File: config.mk
export PLATFORM = sky130hd
export DESIGN_NAME = io_input_responder
export DESIGN_NICKNAME = d
export VERILOG_FILES = /design/src/rtl/io_resp_pkg.sv /design/src/rtl/io_debounce.sv /design/src/rtl/io_input_responder.sv
export SDC_FILE = /design/constraint.sdc
export NUM_CORES = 1
export LEC_CHECK = 0
export ABC_AREA = 1
export BUFFER_PORTS_ARGS = -buffer_cell sky130_fd_sc_hd__buf_2
export CAP_MARGIN = 20
export CORE_ASPECT_RATIO = 1.2
export CORE_UTILIZATION = 30
export DETAILED_ROUTE_END_ITERATION = 10
export GPL_TIMING_DRIVEN = 0
export PLACE_DENSITY = 0.54
export SYNTH_ARGS = -nofsm -noshare
export SYNTH_HDL_FRONTEND = slang
export SYNTH_SLANG_ARGS = --single-unit
File: constraint.sdc
create_clock -name i_clk -period 6.6 [get_ports i_clk]
set_input_delay 0.33 -clock i_clk [delete_from_list [all_inputs] [get_ports i_clk]]
set_output_delay 0.33 -clock i_clk [all_outputs]
set_load 0.02 [all_outputs]
File: src/rtl/io_resp_pkg.sv
// io_resp_pkg: shared definitions for the memory-mapped switch/button responder.
//
// Contents:
//   OFF_SW / OFF_BTN / OFF_EDGE / OFF_CTRL  word offsets (address bits [3:2])
//   DEFAULT_BASE_ADDR                       default byte base of the 16-byte window
//   DEFAULT_DB_PERIOD                       default debounce sample period in clocks
//   db_period_t                             debounce period / prescaler type
//   db_terminal()                           terminal prescaler count for a period

package io_resp_pkg;

   localparam logic [1:0] OFF_SW   = 2'd0;
   localparam logic [1:0] OFF_BTN  = 2'd1;
   localparam logic [1:0] OFF_EDGE = 2'd2;
   localparam logic [1:0] OFF_CTRL = 2'd3;

   localparam logic [31:0] DEFAULT_BASE_ADDR = 32'h0000_7800;
   localparam logic [15:0] DEFAULT_DB_PERIOD = 16'd50000;

   typedef logic [15:0] db_period_t;

   // Last count value of the prescaler. A period of 0 is treated as 1, so
   // both give a terminal count of 0 and a tick on every clock.
   function automatic db_period_t db_terminal(input db_period_t period);
      db_terminal = (period == 16'd0) ? 16'd0 : period - 16'd1;
   endfunction

endpackage

File: src/rtl/io_debounce.sv
// io_debounce: two-flop synchronizer followed by a tick-sampled agreement filter.
//
// Each bit is sampled into a sample register on every i_tick. The debounced
// output takes the new sample only when it equals the previous sample, so a
// level must be seen on two consecutive ticks before it is passed on.
//
// Ports:
//   i_clk    clock
//   i_rst_n  asynchronous active-low reset
//   i_tick   sample strobe from the shared prescaler
//   i_raw    raw asynchronous inputs (W bits)
//   o_db     debounced outputs (W bits, registered)

module io_debounce #(
   parameter int unsigned W = 1
) (
   input  logic         i_clk,
   input  logic         i_rst_n,
   input  logic         i_tick,
   input  logic [W-1:0] i_raw,
   output logic [W-1:0] o_db
);

   logic [W-1:0] sync1_q;
   logic [W-1:0] sync2_q;
   logic [W-1:0] sample_q;
   logic [W-1:0] sample_d;
   logic [W-1:0] db_q;
   logic [W-1:0] db_d;
   logic [W-1:0] agree;

   always_comb begin
      agree    = ~(sync2_q ^ sample_q);
      sample_d = sample_q;
      db_d     = db_q;
      if (i_tick) begin
         sample_d = sync2_q;
         // Bits whose new sample matches the previous one take the new value;
         // the others hold their debounced state.
         db_d = (agree & sync2_q) | (~agree & db_q);
      end
   end

   always_ff @(posedge i_clk or negedge i_rst_n) begin
      if (!i_rst_n) begin
         sync1_q  <= '0;
         sync2_q  <= '0;
         sample_q <= '0;
         db_q     <= '0;
      end else begin
         sync1_q  <= i_raw;
         sync2_q  <= sync1_q;
         sample_q <= sample_d;
         db_q     <= db_d;
      end
   end

   assign o_db = db_q;

endmodule

File: src/rtl/io_input_responder.sv
// io_input_responder: load/store responder exposing debounced switches and buttons.
//
// Register window (16 bytes at BASE_ADDR, word offset = i_lsu_addr[3:2]):
//   0 SW    RO   debounced switches, zero-extended
//   1 BTN   RO   debounced buttons, zero-extended
//   2 EDGE  W1C  sticky button-press flags
//   3 CTRL  RW   [15:0] debounce sample period in clocks
//
// Ports:
//   i_clk       clock
//   i_rst_n     asynchronous active-low reset
//   i_io_sw     raw switches (SW_W bits, asynchronous)
//   i_io_btn    raw buttons (BTN_W bits, asynchronous, active-high)
//   i_lsu_req   request valid
//   i_lsu_wren  1 = write, 0 = read
//   i_lsu_addr  byte address
//   i_st_data   write data (full word)
//   o_hit       combinational address match on the 16-byte window
//   o_ack       one-cycle acknowledge, cycle after an accepted request
//   o_ld_data   read data, zero unless acking a read
//   o_irq       level interrupt while any EDGE flag is set

module io_input_responder
   import io_resp_pkg::*;
#(
   parameter logic [31:0] BASE_ADDR = DEFAULT_BASE_ADDR,
   parameter int unsigned SW_W      = 32,
   parameter int unsigned BTN_W     = 4,
   parameter db_period_t  DB_RESET  = DEFAULT_DB_PERIOD
) (
   input  logic             i_clk,
   input  logic             i_rst_n,
   input  logic [SW_W-1:0]  i_io_sw,
   input  logic [BTN_W-1:0] i_io_btn,
   input  logic             i_lsu_req,
   input  logic             i_lsu_wren,
   input  logic [31:0]      i_lsu_addr,
   input  logic [31:0]      i_st_data,
   output logic             o_hit,
   output logic             o_ack,
   output logic [31:0]      o_ld_data,
   output logic             o_irq
);

   // ---------------------------------------------------------------------
   // Request decode
   // ---------------------------------------------------------------------
   logic       accept;
   logic       rd_accept;
   logic       wr_ctrl;
   logic       wr_flags;
   logic [1:0] offset;

   assign o_hit     = (i_lsu_addr[31:4] == BASE_ADDR[31:4]);
   assign accept    = i_lsu_req & o_hit;
   assign rd_accept = accept & ~i_lsu_wren;
   assign offset    = i_lsu_addr[3:2];
   assign wr_ctrl   = accept & i_lsu_wren & (offset == OFF_CTRL);
   assign wr_flags  = accept & i_lsu_wren & (offset == OFF_EDGE);

   // Byte lanes and upper store bits that no register consumes.
   logic unused_bits;
   assign unused_bits = ^{i_lsu_addr[1:0], i_st_data[31:16]};

   // ---------------------------------------------------------------------
   // Debounce prescaler
   // ---------------------------------------------------------------------
   db_period_t period_q;
   db_period_t pres_q;
   db_period_t pres_d;
   logic       tick;

   always_comb begin
      // >= rather than == so a period shrunk below the current count still wraps.
      tick   = (pres_q >= db_terminal(period_q));
      pres_d = pres_q + 16'd1;
      if (tick || wr_ctrl) begin
         pres_d = '0;
      end
   end

   // ---------------------------------------------------------------------
   // Input conditioning
   // ---------------------------------------------------------------------
   logic [SW_W-1:0]  sw_db;
   logic [BTN_W-1:0] btn_db;

   io_debounce #(
      .W (SW_W)
   ) u_sw_db (
      .i_clk   (i_clk),
      .i_rst_n (i_rst_n),
      .i_tick  (tick),
      .i_raw   (i_io_sw),
      .o_db    (sw_db)
   );

   io_debounce #(
      .W (BTN_W)
   ) u_btn_db (
      .i_clk   (i_clk),
      .i_rst_n (i_rst_n),
      .i_tick  (tick),
      .i_raw   (i_io_btn),
      .o_db    (btn_db)
   );

   // ---------------------------------------------------------------------
   // Button press flags
   // ---------------------------------------------------------------------
   logic [BTN_W-1:0] btn_prev_q;
   logic [BTN_W-1:0] flags_q;
   logic [BTN_W-1:0] flags_d;
   logic [BTN_W-1:0] rise;
   logic [BTN_W-1:0] clr;

   always_comb begin
      rise = btn_db & ~btn_prev_q;
      clr  = wr_flags ? i_st_data[BTN_W-1:0] : '0;
      // Set is applied after clear so a same-cycle press is never lost.
      flags_d = (flags_q & ~clr) | rise;
   end

   // ---------------------------------------------------------------------
   // Read mux
   // ---------------------------------------------------------------------
   logic [31:0] rdata;

   always_comb begin
      rdata = '0;
      unique case (offset)
         OFF_SW:   rdata = 32'(sw_db);
         OFF_BTN:  rdata = 32'(btn_db);
         OFF_EDGE: rdata = 32'(flags_q);
         OFF_CTRL: rdata = 32'(period_q);
      endcase
   end

   // ---------------------------------------------------------------------
   // State
   // ---------------------------------------------------------------------
   always_ff @(posedge i_clk or negedge i_rst_n) begin
      if (!i_rst_n) begin
         period_q   <= DB_RESET;
         pres_q     <= '0;
         btn_prev_q <= '0;
         flags_q    <= '0;
         o_ack      <= 1'b0;
         o_ld_data  <= '0;
         o_irq      <= 1'b0;
      end else begin
         pres_q     <= pres_d;
         btn_prev_q <= btn_db;
         flags_q    <= flags_d;
         o_ack      <= accept;
         o_ld_data  <= rd_accept ? rdata : 32'd0;
         o_irq      <= |flags_q;
         if (wr_ctrl) begin
            period_q <= i_st_data[15:0];
         end
      end
   end

endmodule

[After elaboration in Yosys (flattened, before gate mapping)]
Cells that the tools add are included.
Cells by class
  $lt $le $gt $ge: 1
  equality and inequality tests: 4
  bitwise gates (word level): 23
  reduce and logical (&&, ||, !) cells: 4
  $add $sub $neg: 2
  mux-type cells: 5
Operator list (count)
  one-hot mux 32 bit (4 select lines): 1
  AND 32 bit: 2
  NOT 32 bit: 2
  2-to-1 mux 16 bit: 2
  2-to-1 mux 32 bit: 1
  OR 32 bit: 1
  bitwise XOR 32 bit: 1
  equality test 28 x 11 -> 1 bit, second input constant: 1
  adder 16 x 1 -> 16 bit, second input constant: 1
  AND 4 bit: 4
  greater-or-equal comparator 16 bit: 1
  logical NOT 16 bit: 1
  NOT 4 bit: 4
  subtractor 16 x 1 -> 16 bit, second input constant: 1
  OR 4 bit: 2
  AND 1 bit: 5
  equality test 2 bit, second input constant: 2
  2-to-1 mux 4 bit: 1
  OR reduction 4 bit: 1
  bitwise XOR 4 bit: 1
  equality test 2 x 1 -> 1 bit, second input constant: 1
  logical NOT 2 bit: 1
  logical OR 1 bit: 1
  NOT 1 bit: 1
Word-level totals
  input port bits: 104
  output and inout port bits: 35
  word-level logic and storage cells: 54
  register bits: 218

[Depth between registers and ports, before layout]
  depth in word-level cells: 8
  depth in mapped cells: 21
  depth with buffers taken out: 20

[By module]
Synthesis repeated with hierarchy kept, for this count alone.
Unflattened totals
  cells, all modules: 1076
  area, all modules: 9540.4 µm²
By module, submodules not included
  io_debounce at u_sw_db: seq. area each 3203.1 µm², instances 1, cells an instance 494, area an instance 4685.7 µm²
  io_input_responder: seq. area each 1859.3 µm², instances 1, cells an instance 520, area an instance 4252.8 µm²
  io_debounce at u_btn_db: seq. area each 400.4 µm², instances 1, cells an instance 62, area an instance 601.8 µm²

[Worst setup path after synthesis]
Ideal clock, no wire load.
  path kind: flip-flop to flip-flop
  start: reg period_q[3]
  end: reg u_sw_db.sample_q[11]
  data arrival time: 2519 ps
  cell stages (with the launch flop): 17
  clock period less this slack: 2636 ps
  slack: 3964 ps
  library setup time: 117 ps
  path buffers: 2
  required time: 6483 ps
  cell sequence: dfrtp_1 > or2_2 > nor2_1 > nand3_1 > nor2_1 > nand2_1 > o21bai_1 > nand3_1 > ha_1 > a21oi_1 > o21ai_0 > nor2_1 > nand2_2 > buf_2 > buf_4 > nand2_1 > nand2_1
On the way
  word-level cells in the longest chain between the ends: 3
  elaborated cells on any way between the ends: 4
  those cells by class: add/sub: 1; order compare: 1; mux: 1; reduce/logical: 1
Ends and longest elaborated chain
  from (decl): line io_input_responder.sv:68  | db_period_t period_q;
  from (signal assigned): line io_input_responder.sv:159  | period_q <= i_st_data[15:0];
  subtractor 16 x 1 -> 16 bit or logical NOT 16 bit (tied branches): line io_resp_pkg.sv:25  | db_terminal = (period == 16'd0) ? 16'd0 : period - 16'd1;
  2-to-1 mux 16 bit *: line io_resp_pkg.sv:25
  greater-or-equal comparator 16 bit *: line io_input_responder.sv:75  | tick = (pres_q >= db_terminal(period_q));
  to (signal assigned): line io_debounce.sv:53  | sample_q <= sample_d;
  to (decl): line io_debounce.sv:26  | logic [W-1:0] sample_q;
Every way passes the cells marked *; elsewhere a longest branch is shown, timed or not.
A chain may end at the register's enable or synchronous reset.

[Worst setup path in the final report]
  start: reg period_q[10]
  end: reg pres_q[8]
On the way
  word-level cells in the longest chain between the ends: 5
  elaborated cells on any way between the ends: 6
  those cells by class: add/sub: 1; order compare: 1; mux: 2; reduce/logical: 2
Ends and longest elaborated chain
  subtractor 16 x 1 -> 16 bit or logical NOT 16 bit (tied branches): line io_resp_pkg.sv:25
  2-to-1 mux 16 bit *: line io_resp_pkg.sv:25
  greater-or-equal comparator 16 bit *: line io_input_responder.sv:75
  logical OR 1 bit *: line io_input_responder.sv:77  | if (tick || wr_ctrl) begin
  2-to-1 mux 16 bit *: line io_input_responder.sv:77
  named net pres_d[8]: line io_input_responder.sv:70  | db_period_t pres_d;
  to (signal assigned): line io_input_responder.sv:152  | pres_q <= pres_d;
  to (decl): line io_input_responder.sv:69  | db_period_t pres_q;
Mark *: on every way through the listed nets, which the timed path passes. The rest lies on a longest branch.

==> flow_metrics.tcl <==
set metrics [dict create \
    gr-usage-met3_pct 2.00 \
    slowest_delay_ns 0.42 \
    dpl_cell_area_mm2 0.0102 \
    start_kind "register" \
    relSlewSlack_pct 59.0 \
    busiest_layer "met2" \
    grtUsageMet2_pct 24.1 \
    design_area_mm2 0.0114 \
    p_per_area_mw_per_mm2 258 \
    worstMarginPinSlew_ns 0.615 \
    worst_ir_drop_vdd_v 0.000212 \
    synth.area.top_cells "dfrtp_1, nand2_1, xnor2_1" \
    syn_to_final_growth_pct 25.4 \
    postCtsSetupBuffers 0 \
    route.vias.total 6698 \
    ys_ff_latch 218 \
    yosysMostFrequentCell "nand2_1" \
    p_leak_nw 5.71 \
    intPower_mw 2.26 \
    synth_fp_nets 1095 \
    cp.arrival_ns 4.03 \
    cts_tree "built" \
    synthCells 972 \
    antenna_left 0 \
    viasPerCell 4.29 \
    antenna_found_initial 1 \
    grt.overflow.total 0 \
    yosysWarnings 0 \
    hold_viol 0 \
    p_clk_share_pct 45.4 \
    hold_path.class "input pin to register" \
    cts_max_path_buffers 3 \
    clock-root-buffer "clkbuf_16" \
    grt_pass1_wl_um 33300 \
    max-cap-violations 0 \
    crit_type "register to register" \
    power_frac_comb_pct 5.7 \
    yosys-top-cells-count "nand2_1, dfrtp_1, nor2_1, nand3_1, inv_1" \
    grt_util_all_layers_pct 13.5 \
    outcome "completed" \
    p_sw_share_pct 23.1 \
    clock_sinks 218 \
    skew_ns 0.0219 \
    fp-row-count 69 \
    wl_um 20300 \
    die_y_um 193 \
    grt_max_degree 83 \
    ys_seq_area_share_pct 60.1 \
    firstDrtPassIters 4 \
    synth-main-ff-cell "dfrtp_1" \
    synth-edff-count 0 \
    critPathSlowestCell "nand4_1" \
    wl_per_cell_um 13.0 \
    p_seq_share_pct 48.8 \
    critPathMaxFanout 10 \
    fmax_ghz 0.278 \
    min_period_ns 3.60 \
    clkSlewWorstSetupHoldPaths_ns 0.07 \
    synth_top_cell_by_area "dfrtp_1" \
    drt_iter0_markers 321 \
    async_flop_share_pct 100 \
    numCtsBuffers 23 \
    die-area_mm2 0.0310 \
    coreArea_mm2 0.0297 \
    drv_slew 0 \
    dp_hpwl_um 14400 \
    portBuffers 119 \
    start_util_pct 30.6 \
    crit_top_cell "nand2_1" \
    htreeDepth 1 \
    clk_latency_ns 0.52 \
    synth_top_area_share_pct 58.4 \
    end_kind "register" \
    rsz0062_at_grt "no" \
    post_cts_resized 0 \
    fin_nets 1278 \
    ys_types 32 \
    multiInputGateArea_mm2 0.00325 \
    crit_chain "clkbuf_1 -> nor2_1 -> nand2_1 -> nor4_1 -> nand4_1 -> buf_2 -> nand2_1 -> ha_1 -> nand2_1 -> inv_1 -> nand2_1 -> nand2_1 -> a21oi_1 -> nand2_1 -> nand2_1 -> nand2_2 -> inv_2 -> nand2_2 -> buf_6 -> nor2_1" \
    io_pins 139 \
    grt_pass1_vias 6658 \
    avgSynthCellArea_um2 9.35 \
    routabilityCongestion 0.837 \
    fp.dieW_um 161 \
    cp.required_ns 7.03 \
    netlist_area_mm2 0.00909 \
    drive_above_1_share_pct 17.9 \
    final-seq-area_mm2 0.00546 \
    use_met1_pct 16.6 \
    setup_viol 0 \
    drt_drc_violations_left 0 \
    fin_crit_sh_pct 54.5 \
    p_sw_mw 0.680 \
    fillers 3013 \
    fin_setup_tns_ns 0 \
]
==> per-layer routing <==
| layer | wire length, um | vias up |
|---|---|---|
| met4 | 419 | 0 |
| met2 | 10200 | 114 |
| met1 | 8990 | 3130 |
| li1 | - | 3424 |
| met3 | 722 | 30 |
| met5 | 0 | - |
==> cell type report <==
cell class	instances	area share [%]
diodes	1	0.0220
plain buffers	30	1.50
clock buffers	26	5.33
clock inverters	15	1.55
inverters	54	1.78
multi-input cells	670	28.5
flip-flops and latches	218	48.0
well taps	390	4.28
repair buffers	158	9.05
==> layout by cell type (no fill, tap or decap), types with 5 or more instances in the layout <==
| cell | Yosys | routed |
|---|---|---|
| a21oi_1 | 13 | 13 |
| a21oi_2 | 10 | 10 |
| buf_2 | 14 | 132 |
| clkbuf_1 | 8 | 9 |
| clkbuf_16 | 0 | 23 |
| dfrtp_1 | 212 | 212 |
| dfstp_2 | 6 | 6 |
| dlygate4sd3_1 | 0 | 37 |
| ha_1 | 19 | 19 |
| inv_1 | 53 | 53 |
| nand2_1 | 379 | 379 |
| nand3_1 | 62 | 62 |
| nand4_1 | 23 | 23 |
| nor2_1 | 80 | 80 |
| nor3_1 | 5 | 5 |
| xnor2_1 | 41 | 41 |
| xor2_1 | 13 | 13 |
==> stage by stage <==
stage | hold WS [ns] | total power [mW] | setup slack (ns) | utilization [%] | instances
final | 0.0371 | 2.94 | 3.00 | 38.4 | 1562
after detailed placement | 0.331 | 1.62 | 2.95 | 34.5 | 1483
after floorplan | 0.0344 | 1.53 | 3.96 | - | 972
after global routing | 0.0254 | 3.07 | 2.62 | 38.4 | 1562
after CTS | 0.0114 | 2.99 | 2.91 | 38.4 | 1561
after global placement | 0.332 | 1.61 | 1.39 | 34.2 | 1481
==> timing repair <==
action	4_1_cts	5_1_grt
setup endpoints to repair	0	0
hold endpoints to repair	105	0
hold buffers	37	0
==> worst max-delay path, delay by kind of cell, from the launching register on <==
family	cells	cell delay [ns]
AND/OR/NAND/NOR	13	1.81
flip-flops	1	0.36
adder cells (fa/ha/maj)	1	0.23
AO/OA/AOI/OAI	1	0.10
buffers and inverters	5	1.00
==> power by group through the flow <==
stage          clock, mW  sequential (mW)  combinational (mW)
3_3_place_gp           0             1.46               0.149
6_report            1.34             1.44               0.168
4_1_cts             1.38             1.44               0.173
5_1_grt             1.42             1.45               0.196
2_1_floorplan          0             1.45              0.0821
3_5_place_dp           0             1.46               0.156
==> worst paths after layout <==
kind | startpoint | slack (ns) | endpoint | cells past startpoint
setup / recovery | period_q[10]$_DFFE_PN0P_ | 3.00 | pres_q[8]$_DFF_PN0_ | 20
hold / removal | i_st_data[4] | 0.04 | period_q[4]$_DFFE_PN1P_ | 3
setup reg to reg | period_q[10]$_DFFE_PN0P_ | 3.00 | pres_q[8]$_DFF_PN0_ | 20
hold reg to reg | u_sw_db.sync1_q[7]$_DFF_PN0_ | 0.34 | u_sw_db.sync2_q[7]$_DFF_PN0_ | 0
max in group asynchronous | i_rst_n | 5.46 | period_q[15]$_DFFE_PN1P_ | 3
min in group asynchronous | i_rst_n | 0.35 | u_sw_db.sync1_q[16]$_DFF_PN0_ | 2
==> logic make-up after synthesis <==
group | Yosys count | synth area share, %
simple gates | 564 | 25.5
flops | 218 | 60.1
buf+inv | 84 | 4.12
xor+xnor | 54 | 5.20
compound gates | 33 | 2.44
fa+ha+maj | 19 | 2.62
Power figures use the tool's default switching activity.
